===== src/rtl/bus_cycle_controller.sv =====
// Local bus cycle controller: region decode, wait-state/external-ack DSACK
// generation and bus error on external error or watchdog timeout.
module bus_cycle_controller #(
    parameter int unsigned                           NUM_REGIONS    = 4,
    parameter int unsigned                           ADDR_BITS      = 4,
    parameter int unsigned                           WAIT_BITS      = 4,
    parameter logic [NUM_REGIONS*ADDR_BITS-1:0]      REGION_BASE    = {4'hA, 4'h7, 4'h2, 4'h0},
    parameter logic [NUM_REGIONS*ADDR_BITS-1:0]      REGION_MASK    = {4'hC, 4'hF, 4'hF, 4'hF},
    parameter logic [NUM_REGIONS*WAIT_BITS-1:0]      REGION_WAITS   = {4'd0, 4'd3, 4'd2, 4'd0},
    parameter logic [NUM_REGIONS*2-1:0]              REGION_PORT    = {2'b00, 2'b10, 2'b10, 2'b00},
    parameter logic [NUM_REGIONS-1:0]                REGION_EXTACK  = 4'b1000,
    parameter int unsigned                           TIMEOUT_CYCLES = 64
) (
    input  logic                   clock,
    input  logic                   reset,
    input  logic                   cpu_as,
    input  logic                   cpu_write,
    input  logic [ADDR_BITS-1:0]   cpu_address_high,
    output logic [NUM_REGIONS-1:0] region_select,
    output logic [1:0]             cpu_dsack,
    output logic                   cpu_dsack_oe,
    output logic                   cpu_berr,
    input  logic                   ext_ack,
    input  logic                   ext_berr,
    output logic                   cycle_active,
    output logic                   timeout_event
);

    localparam int unsigned TW = $clog2(TIMEOUT_CYCLES + 1);

    typedef enum logic [2:0] {S_IDLE, S_WAIT, S_ACK, S_BERR, S_RELEASE} state_e;

    state_e                 state_q, state_d;
    logic [NUM_REGIONS-1:0] sel_q, sel_d;
    logic [1:0]             dsack_q, dsack_d, port_q, port_d;
    logic                   oe_q, oe_d, berr_q, berr_d;
    logic                   active_q, active_d, evt_q, evt_d;
    logic                   hit_q, hit_d, ext_q, ext_d;
    logic [WAIT_BITS-1:0]   wcnt_q, wcnt_d;
    logic [TW-1:0]          tcnt_q, tcnt_d;
    logic                   ext_ack_q, ext_berr_q;

    logic                   dec_hit, dec_ext, ack, err;
    logic [NUM_REGIONS-1:0] dec_sel;
    logic [WAIT_BITS-1:0]   dec_wait;
    logic [1:0]             dec_port;
    logic                   unused_write;

    assign unused_write = cpu_write;

    // Scan from the top index down so the lowest matching region overrides.
    always_comb begin
        dec_hit  = 1'b0;
        dec_ext  = 1'b0;
        dec_sel  = '1;
        dec_wait = '0;
        dec_port = 2'b11;
        for (int unsigned i = NUM_REGIONS; i != 0; i--) begin
            if ((cpu_address_high & ADDR_BITS'(REGION_MASK >> (ADDR_BITS*(i-1)))) ==
                (ADDR_BITS'(REGION_BASE >> (ADDR_BITS*(i-1))) &
                 ADDR_BITS'(REGION_MASK >> (ADDR_BITS*(i-1))))) begin
                dec_hit  = 1'b1;
                dec_sel  = ~(NUM_REGIONS'(1) << (i-1));
                dec_wait = WAIT_BITS'(REGION_WAITS >> (WAIT_BITS*(i-1)));
                dec_port = 2'(REGION_PORT >> (2*(i-1)));
                dec_ext  = 1'(REGION_EXTACK >> (i-1));
            end
        end
    end

    always_comb begin
        state_d = state_q;
        sel_d   = sel_q;
        dsack_d = dsack_q;
        oe_d    = oe_q;
        berr_d  = berr_q;
        evt_d   = 1'b0;
        hit_d   = hit_q;
        ext_d   = ext_q;
        port_d  = port_q;
        wcnt_d  = wcnt_q;
        tcnt_d  = tcnt_q;
        ack     = 1'b0;
        err     = 1'b0;
        case (state_q)
            S_IDLE: begin
                if (!cpu_as) begin
                    sel_d   = dec_sel;
                    hit_d   = dec_hit;
                    ext_d   = dec_ext;
                    port_d  = dec_port;
                    wcnt_d  = dec_wait;
                    tcnt_d  = '0;
                    state_d = S_WAIT;
                end
            end
            S_WAIT: begin
                if (cpu_as) begin
                    sel_d   = '1;
                    state_d = S_RELEASE;
                end else begin
                    if (hit_q && ext_q) begin
                        err = !ext_berr_q;
                        ack = !ext_ack_q;
                    end else if (hit_q) begin
                        ack = (wcnt_q == '0);
                    end
                    if (wcnt_q != '0)
                        wcnt_d = wcnt_q - 1'b1;
                    if (tcnt_q != TW'(TIMEOUT_CYCLES))
                        tcnt_d = tcnt_q + 1'b1;
                    // Error beats ack, ack beats a coincident watchdog expiry.
                    if (err) begin
                        berr_d  = 1'b0;
                        state_d = S_BERR;
                    end else if (ack) begin
                        dsack_d = port_q;
                        oe_d    = 1'b1;
                        state_d = S_ACK;
                    end else if (tcnt_q == TW'(TIMEOUT_CYCLES - 1)) begin
                        berr_d  = 1'b0;
                        evt_d   = 1'b1;
                        state_d = S_BERR;
                    end
                end
            end
            S_ACK, S_BERR: begin
                if (cpu_as) begin
                    sel_d   = '1;
                    berr_d  = 1'b1;
                    dsack_d = 2'b11;
                    state_d = S_RELEASE;
                end
            end
            S_RELEASE: begin
                dsack_d = 2'b11;
                oe_d    = 1'b0;
                state_d = S_IDLE;
            end
            default: state_d = S_IDLE;
        endcase
        active_d = (state_d != S_IDLE);
    end

    always_ff @(posedge clock or negedge reset) begin
        if (!reset) begin
            state_q    <= S_IDLE;
            sel_q      <= '1;
            dsack_q    <= 2'b11;
            oe_q       <= 1'b0;
            berr_q     <= 1'b1;
            active_q   <= 1'b0;
            evt_q      <= 1'b0;
            hit_q      <= 1'b0;
            ext_q      <= 1'b0;
            port_q     <= 2'b11;
            wcnt_q     <= '0;
            tcnt_q     <= '0;
            ext_ack_q  <= 1'b1;
            ext_berr_q <= 1'b1;
        end else begin
            state_q    <= state_d;
            sel_q      <= sel_d;
            dsack_q    <= dsack_d;
            oe_q       <= oe_d;
            berr_q     <= berr_d;
            active_q   <= active_d;
            evt_q      <= evt_d;
            hit_q      <= hit_d;
            ext_q      <= ext_d;
            port_q     <= port_d;
            wcnt_q     <= wcnt_d;
            tcnt_q     <= tcnt_d;
            ext_ack_q  <= ext_ack;
            ext_berr_q <= ext_berr;
        end
    end

    assign region_select = sel_q;
    assign cpu_dsack     = dsack_q;
    assign cpu_dsack_oe  = oe_q;
    assign cpu_berr      = berr_q;
    assign cycle_active  = active_q;
    assign timeout_event = evt_q;

endmodule

===== config.mk =====
export PLATFORM = sky130hd
export DESIGN_NAME = bus_cycle_controller
export DESIGN_NICKNAME = d
export VERILOG_FILES = /design/src/rtl/bus_cycle_controller.sv
export SDC_FILE = /design/constraint.sdc
export NUM_CORES = 1
export LEC_CHECK = 0
export CORE_MARGIN = 1
export CORE_UTILIZATION = 29
export DETAILED_ROUTE_END_ITERATION = 10
export PLACE_DENSITY = 0.55
export SYNTH_ARGS = -nofsm -noshare
export SYNTH_HDL_FRONTEND = slang
export SYNTH_SLANG_ARGS = --single-unit

===== constraint.sdc =====
create_clock -name clock -period 3.8 [get_ports clock]
set_input_delay 0.57 -clock clock [delete_from_list [all_inputs] [get_ports clock]]
set_output_delay 0.57 -clock clock [all_outputs]
set_load 0.02 [all_outputs]

==> out/metrics.cfg, run 1 <==
[floorplanning]
std_cell_rows = 25
core_region_area_sq_mm = 0.004880
die_width_um = 74.37
die_h_um = 74.37
die_area_sq_mm = 0.005531
start_util_pct = 31.13
num_io_pins = 20

[worst_setup_path]
r2r_setup_slack_ns = 1.75
critical_path.cell_chain = clkdlybuf4s50_1 > or2_2 > nor3_1 > buf_4 > o21ai_0 > o22a_1
cp_max_fo = 8
worst-path-stages = 6
worstSetupEndpointType = flip-flop
worst_r2r_path_depth = 5
cp_num_buf_inv = 2
worst_setup_path_startpoint = cpu_as
critPathRequiredTime_ns = 4.01
path_class = in2reg
worstPathArrival_ns = 2.58
critical-path-top-delay-family = simple AND/OR/NAND/NOR gates
setup.worst_path.start_class = input port
critical_path.reg2reg.endpoint = port_q[1]
rr_startpoint = state_q[2]
slowest_delay_ns = 0.54
critPathSlowestCell = clkdlybuf4s50_1

[hold_path]
hold_depth = 2
min_from = port_q[0]
class_of_the_tightest_hold_or_removal_check = reg2reg
timing.hold.worst_endpoint = port_q[0]

[timing]
post-route-period-util_pct = 62.37
slew_at_the_pin_with_the_worst_max_slew_slack_ns = 1.115
fin_worst_skew_ns = 0.003188
worst_slew_margin_rel_pct = 24.60
fmax_mhz = 421.9
report.final.hold_viol_count = 0
final.hold.worst_slack_ns = 0.4678
finalSetupTns_ns = 0
unrepaired_setup_endpoints_after_global_routing = no
finalSetupViolations = 0
drv_slew = 0
finalCriticalPeriod_ns = 2.370

[clock_network]
post_cts_setup_buffer_count = 0
numCtsBuffers = 5
insertion_delay_ns = 0.28
cts.reportedPaths.clkPinSlew_ns = 0.06
hold_bufs_inserted_after_cts = 0
clock_path_buffers = 2
clock_tree.root_cell = clkbuf_8
tritoncts = done
cts-resized-gates = 0
tritoncts_num_sinks = 30
htreeDepth = 2

[power_and_ir_drop]
power.ir.vdd_worst_v = 0.0002980
power.share.switching_pct = 32.72
share_comb_of_total_power_pct = 32.0
pwr_density_cell_mw_per_mm2 = 715.2
p_sw_w = 0.0004489
power_frac_seq_pct = 38.6
power.share.clock_pct = 29.4
cellInternalPower_w = 0.0009230
power.static_leakage_nw = 0.7810

[synth]
combinational_family_with_the_most_area_after_synthesis = simple AND/OR/NAND/NOR gates
syn-num-nets = 161
synth_top_cell_by_area = dfrtp_1
ys_seq_area_share_pct = 50.33
synth_top_cells_by_count = dfrtp_1 (19), nor2_1 (14), dfstp_2 (11), nand2_1 (11)
synth-edff-count = 0
syn_area_sq_mm = 0.001519
synth_cell_type_count = 50
synth_simple_gate_area_share_pct = 21.09
synth-main-ff-cell = dfrtp_1
synth_compound_gate_area_share_pct = 16.47
synthesized_area_divided_by_synthesized_cell_count_sq_um = 10.26
post-synth-top-count-cell = dfrtp_1
synth-adder-area-share_pct = 2.471
postSynthCellCount = 148
synth_xor_xnor_area_share_pct = 2.306
post-synth-top-area-fraction_pct = 31.30
ys_seq_elements = 30
async_flop_share_pct = 100.0
synth.yosys.warnings = 0
synth_area_leaders = dfrtp_1 (31%), dfstp_2 (19%), nor2_1 (3.5%)
synth.mux.area_fraction_pct = 3.377

[route]
routed_wl_um = 3266
avgViaCountPerCell = 4.911
dr_total_vias = 1164
post_drt_wl_per_cell_um = 13.78
detailedRoute.firstPassIterationCount = 4
drt_iter0_drc = 44
final_antenna_net_count = 0
detail_route.drc_violations = 0

[run]
max_cap_violations = 0

[finish]
post-route-util_pct = 39.31
layout-drive-gt1-share_pct = 16.47
areaGrowthSynthToFinish_pct = 26.28
final-instance-count-excl-fill = 237
finish.instance_area_sq_mm = 0.001918
final_net_count = 182
antenna_cells_inserted = 0

[global_routing]
wire_length_of_the_first_global_routing_pass_um = 5589
grt_pass1_vias = 1202
grt_remaining_overflow = 0
antenna_found_initial = 0
grt_max_degree = 26
globalRouteTotalUtil_pct = 13.54

[outcome]
outcome = finished clean

[placed_design]
gpl.final_weighted_congestion = 0.7566
hpwl_detailed_um = 2340
post-place-cells = 229
place.port_buffers = 18
placed_cell_area_sq_mm = 0.001775

## worst max-delay path by stage
stage	end	slack [ns]
CTS	port_q[1]	1.43
detailed placement	port_q[1]	1.13
global route	port_q[1]	1.33
floorplan	region_select[0]	1.90
finish	port_q[1]	1.43
global placement	region_select[0]	1.17
## final cells by class
cell class | count | area (sq um)
Sequential cell | 30 | 764.5
Inverter | 8 | 30.03
Tap cell | 67 | 83.83
Clock buffer | 6 | 82.58
Multi-Input combinational cell | 103 | 694.4
Clock inverter | 2 | 60.06
Fill cell | 489 | 2962
Timing Repair Buffer | 21 | 202.7
## through the flow
stage,setup WS [ns],total power [W]
2_1_floorplan,1.901,0.0008210
3_3_place_gp,1.173,0.0009607
3_5_place_dp,1.126,0.0009706
4_1_cts,1.432,0.001388
5_1_grt,1.333,0.001462
6_report,1.430,0.001372
## registers in the layout, indices dropped and copies added (netlist names)
signal and count:
ext_ack_q 1, timeout_event 1, hit_q 1, wcnt_q 4
ext_q 1, tcnt_q 7, region_select 4, cpu_berr 1
cycle_active 1, state_q 3, cpu_dsack_oe 1, ext_berr_q 1
cpu_dsack 2, port_q 2
## kinds of logic (layout without fill, tap and decap cells)
family	count (synthesis)	after routing
simple gates	57	57
compound gates	34	34
flops	30	30
buf+inv	15	37
mux	5	5
xor+xnor	4	4
fa+ha+maj	3	3
## power groups by stage
stage | sequential [W] | combinational [W] | clock [W]
2_1_floorplan | 0.000536 | 0.000285 | 0
3_3_place_gp | 0.000529 | 0.000432 | 0
3_5_place_dp | 0.000531 | 0.000439 | 0
4_1_cts | 0.000528 | 0.000443 | 0.000416
5_1_grt | 0.000543 | 0.000491 | 0.000428
6_report | 0.000529 | 0.000439 | 0.000404
## worst reg2reg max path, delay by kind of cell, from the launching register on
family / cells / cell delay (ns)
buf+inv: 1 / 0.27
compound gates: 2 / 0.29
simple gates: 2 / 0.94
flops: 1 / 0.50
## per-layer routing
metal  share of wire, %  global-route usage (%)
met1                 50                   17.38
met2                 44                   20.92
met3                4.1                   4.472
met4                1.7                   5.660
met5                  0                       0
## layout by cell type, fill, tap and decap left out, types with 3 or more instances in the layout
| cell type | instances |
|---|---|
| o22a_1 | 3 |
| clkbuf_8 | 6 |
| nand3_1 | 4 |
| nor2_1 | 14 |
| mux2i_1 | 4 |
| xnor2_1 | 4 |
| buf_4 | 3 |
| nor4b_1 | 3 |
| nand2_1 | 11 |
| dfrtp_1 | 19 |
| inv_1 | 8 |
| clkdlybuf4s50_1 | 18 |
| ha_1 | 3 |
| o21ai_0 | 8 |
| dfstp_2 | 11 |
| or3_1 | 4 |
| nor2b_1 | 3 |
| a21oi_1 | 3 |
Power figures use the tool's default switching activity.
==> run 2: changes to the inputs <==
==> constraint.sdc (replaced) <==
create_clock -name clock -period 2.3 [get_ports clock]
set_input_delay 0.345 -clock clock [delete_from_list [all_inputs] [get_ports clock]]
set_output_delay 0.345 -clock clock [all_outputs]
set_load 0.02 [all_outputs]
==> run 2 against run 1 <==
Worst hold slack worse by 0.022 ns. Combinational power up 71%. Cell count increased by 0.84%. Sequential cell count stayed put. Sequential share of layout area grew 0.77 points. Register-to-register slack got worse by 1.5 ns. Critical path type is now reg2reg.
==> out/metrics.cfg, run 2 (same netlist as run 1, synthesis figures left out) <==
[timing]
fin_worst_skew_ns = 0.007943
final.hold.worst_slack_ns = 0.4457
fmax_mhz = 486.4
slew_at_the_pin_with_the_worst_max_slew_slack_ns = 0.5327
unrepaired_setup_endpoints_after_global_routing = no
drv_slew = 0
finalCriticalPeriod_ns = 2.056
report.final.hold_viol_count = 0
post-route-period-util_pct = 89.39
finalSetupTns_ns = 0
worst_slew_margin_rel_pct = 64.11
finalSetupViolations = 0

[global_routing]
antenna_found_initial = 0
globalRouteTotalUtil_pct = 14.23
grt_max_degree = 31
grt_remaining_overflow = 0
wire_length_of_the_first_global_routing_pass_um = 5858
grt_pass1_vias = 1289

[worst_setup_path]
worstPathArrival_ns = 2.22
critical_path.cell_chain = inv_1 > ha_1 > nor4b_1 > o2111ai_1 > o211a_1 > or3_1
worstSetupEndpointType = flip-flop
worst_r2r_path_depth = 6
critPathRequiredTime_ns = 2.46
path_class = reg2reg
rr_startpoint = wcnt_q[0]
cp_max_fo = 5
critPathSlowestCell = dfrtp_1
worst_setup_path_startpoint = wcnt_q[0]
critical_path.reg2reg.endpoint = cycle_active
setup.worst_path.start_class = flip-flop
crit_end = cycle_active
r2r_setup_slack_ns = 0.24
slowest_delay_ns = 0.42

[clock_network]
numCtsBuffers = 5
clock_path_buffers = 2
post_cts_setup_buffer_count = 0
cts-resized-gates = 0
insertion_delay_ns = 0.28
clock_tree.root_cell = clkbuf_8
tritoncts_num_sinks = 30
hold_bufs_inserted_after_cts = 0
cts.reportedPaths.clkPinSlew_ns = 0.07
tritoncts = done
htreeDepth = 2

[outcome]
outcome = finished clean

[route]
post_drt_wl_per_cell_um = 14.16
avgViaCountPerCell = 5.151
routed_wl_um = 3384
dr_total_vias = 1231
detailedRoute.firstPassIterationCount = 4
drt_iter0_drc = 63
final_antenna_net_count = 0
detail_route.drc_violations = 0

[placed_design]
gpl.final_weighted_congestion = 0.7499
hpwl_detailed_um = 2395
place.port_buffers = 18

[finish]
largest_register_ff_count = 7
fillers = 502
final_net_count = 184
leading_cell_types_in_the_layout_fill_and_taps_excluded = dfrtp_1 (19), clkdlybuf4s50_1 (18), nor2_1 (14), nand2_1 (11), dfstp_2 (11)
areaGrowthSynthToFinish_pct = 23.89
layout-drive-gt1-share_pct = 16.86
largest_register_by_flop_count = tcnt_q
antenna_cells_inserted = 0
layout.cells.most_common = dfrtp_1

[floorplanning]
std_cell_rows = 25
core_region_area_sq_mm = 0.004880
die_width_um = 74.37
num_io_pins = 20
die_h_um = 74.37
die_area_sq_mm = 0.005531
start_util_pct = 31.13

[power_and_ir_drop]
power.ir.vdd_worst_v = 0.0005599
pwr_density_cell_mw_per_mm2 = 1098
power.static_leakage_nw = 0.7677

[run]
max_cap_violations = 0

[hold_path]
class_of_the_tightest_hold_or_removal_check = in2async

run 2: cell type report:
class / instances / area (sq um) / area share, %
clock buffer: 7 / 86.33 / 4.588
clock inverter: 1 / 5.005 / 0.2660
inverter: 8 / 30.03 / 1.596
multi-input combinational: 103 / 694.4 / 36.90
sequential: 30 / 764.5 / 40.63
tap: 67 / 83.83 / 4.455
timing repair buffer: 23 / 217.7 / 11.57
run 2: power breakdown:
part	internal, W	switching [W]	total, W
Combinational	0.000366	0.000385	0.000751
Sequential	0.000715	0.000162	0.000877
Clock	0.000241	0.000197	0.000438
Total	0.00132	0.000744	0.00207
run 2: stage by stage:
stage / cell area [sq um] / setup slack [ns] / instances / power [W] / util [%]
CTS: 1882 / 0.1579 / 239 / 0.002084 / 38.56
global route: 1882 / 0.1104 / 239 / 0.002222 / 38.56
global placement: 1790 / 0.03974 / 231 / 0.001605 / 36.69
floorplan: 1519 / 0.5719 / 148 / 0.001356 / -
detailed placement: 1790 / 0.01239 / 231 / 0.001632 / 36.69
finish: 1882 / 0.2441 / 239 / 0.002066 / 38.56
run 2: worst min-delay path by stage:
stage | start | to | slack [ns] | cells past startpoint
global placement | port_q[0] | port_q[0] | 0.46 | 2
detailed placement | port_q[0] | port_q[0] | 0.46 | 2
floorplan | reset | cpu_dsack_oe | 0.05 | 0
finish | reset | wcnt_q[0] | 0.45 | 2
global route | reset | wcnt_q[0] | 0.47 | 2
CTS | reset | wcnt_q[1] | 0.45 | 2
run 2: metal layers:
metal | routed length (um) | global-route usage (%)
met5 | 0 | 0
met3 | 180 | 5.556
met2 | 1565 | 21.72
met4 | 49 | 6.709
met1 | 1588 | 17.66
run 2: critical path, delay by kind of cell, from the launching register on:
family / cells / cell delay, ns
compound gates: 2 / 0.51
buf+inv: 1 / 0.07
simple gates: 2 / 0.72
fa+ha+maj: 1 / 0.22
flops: 1 / 0.42
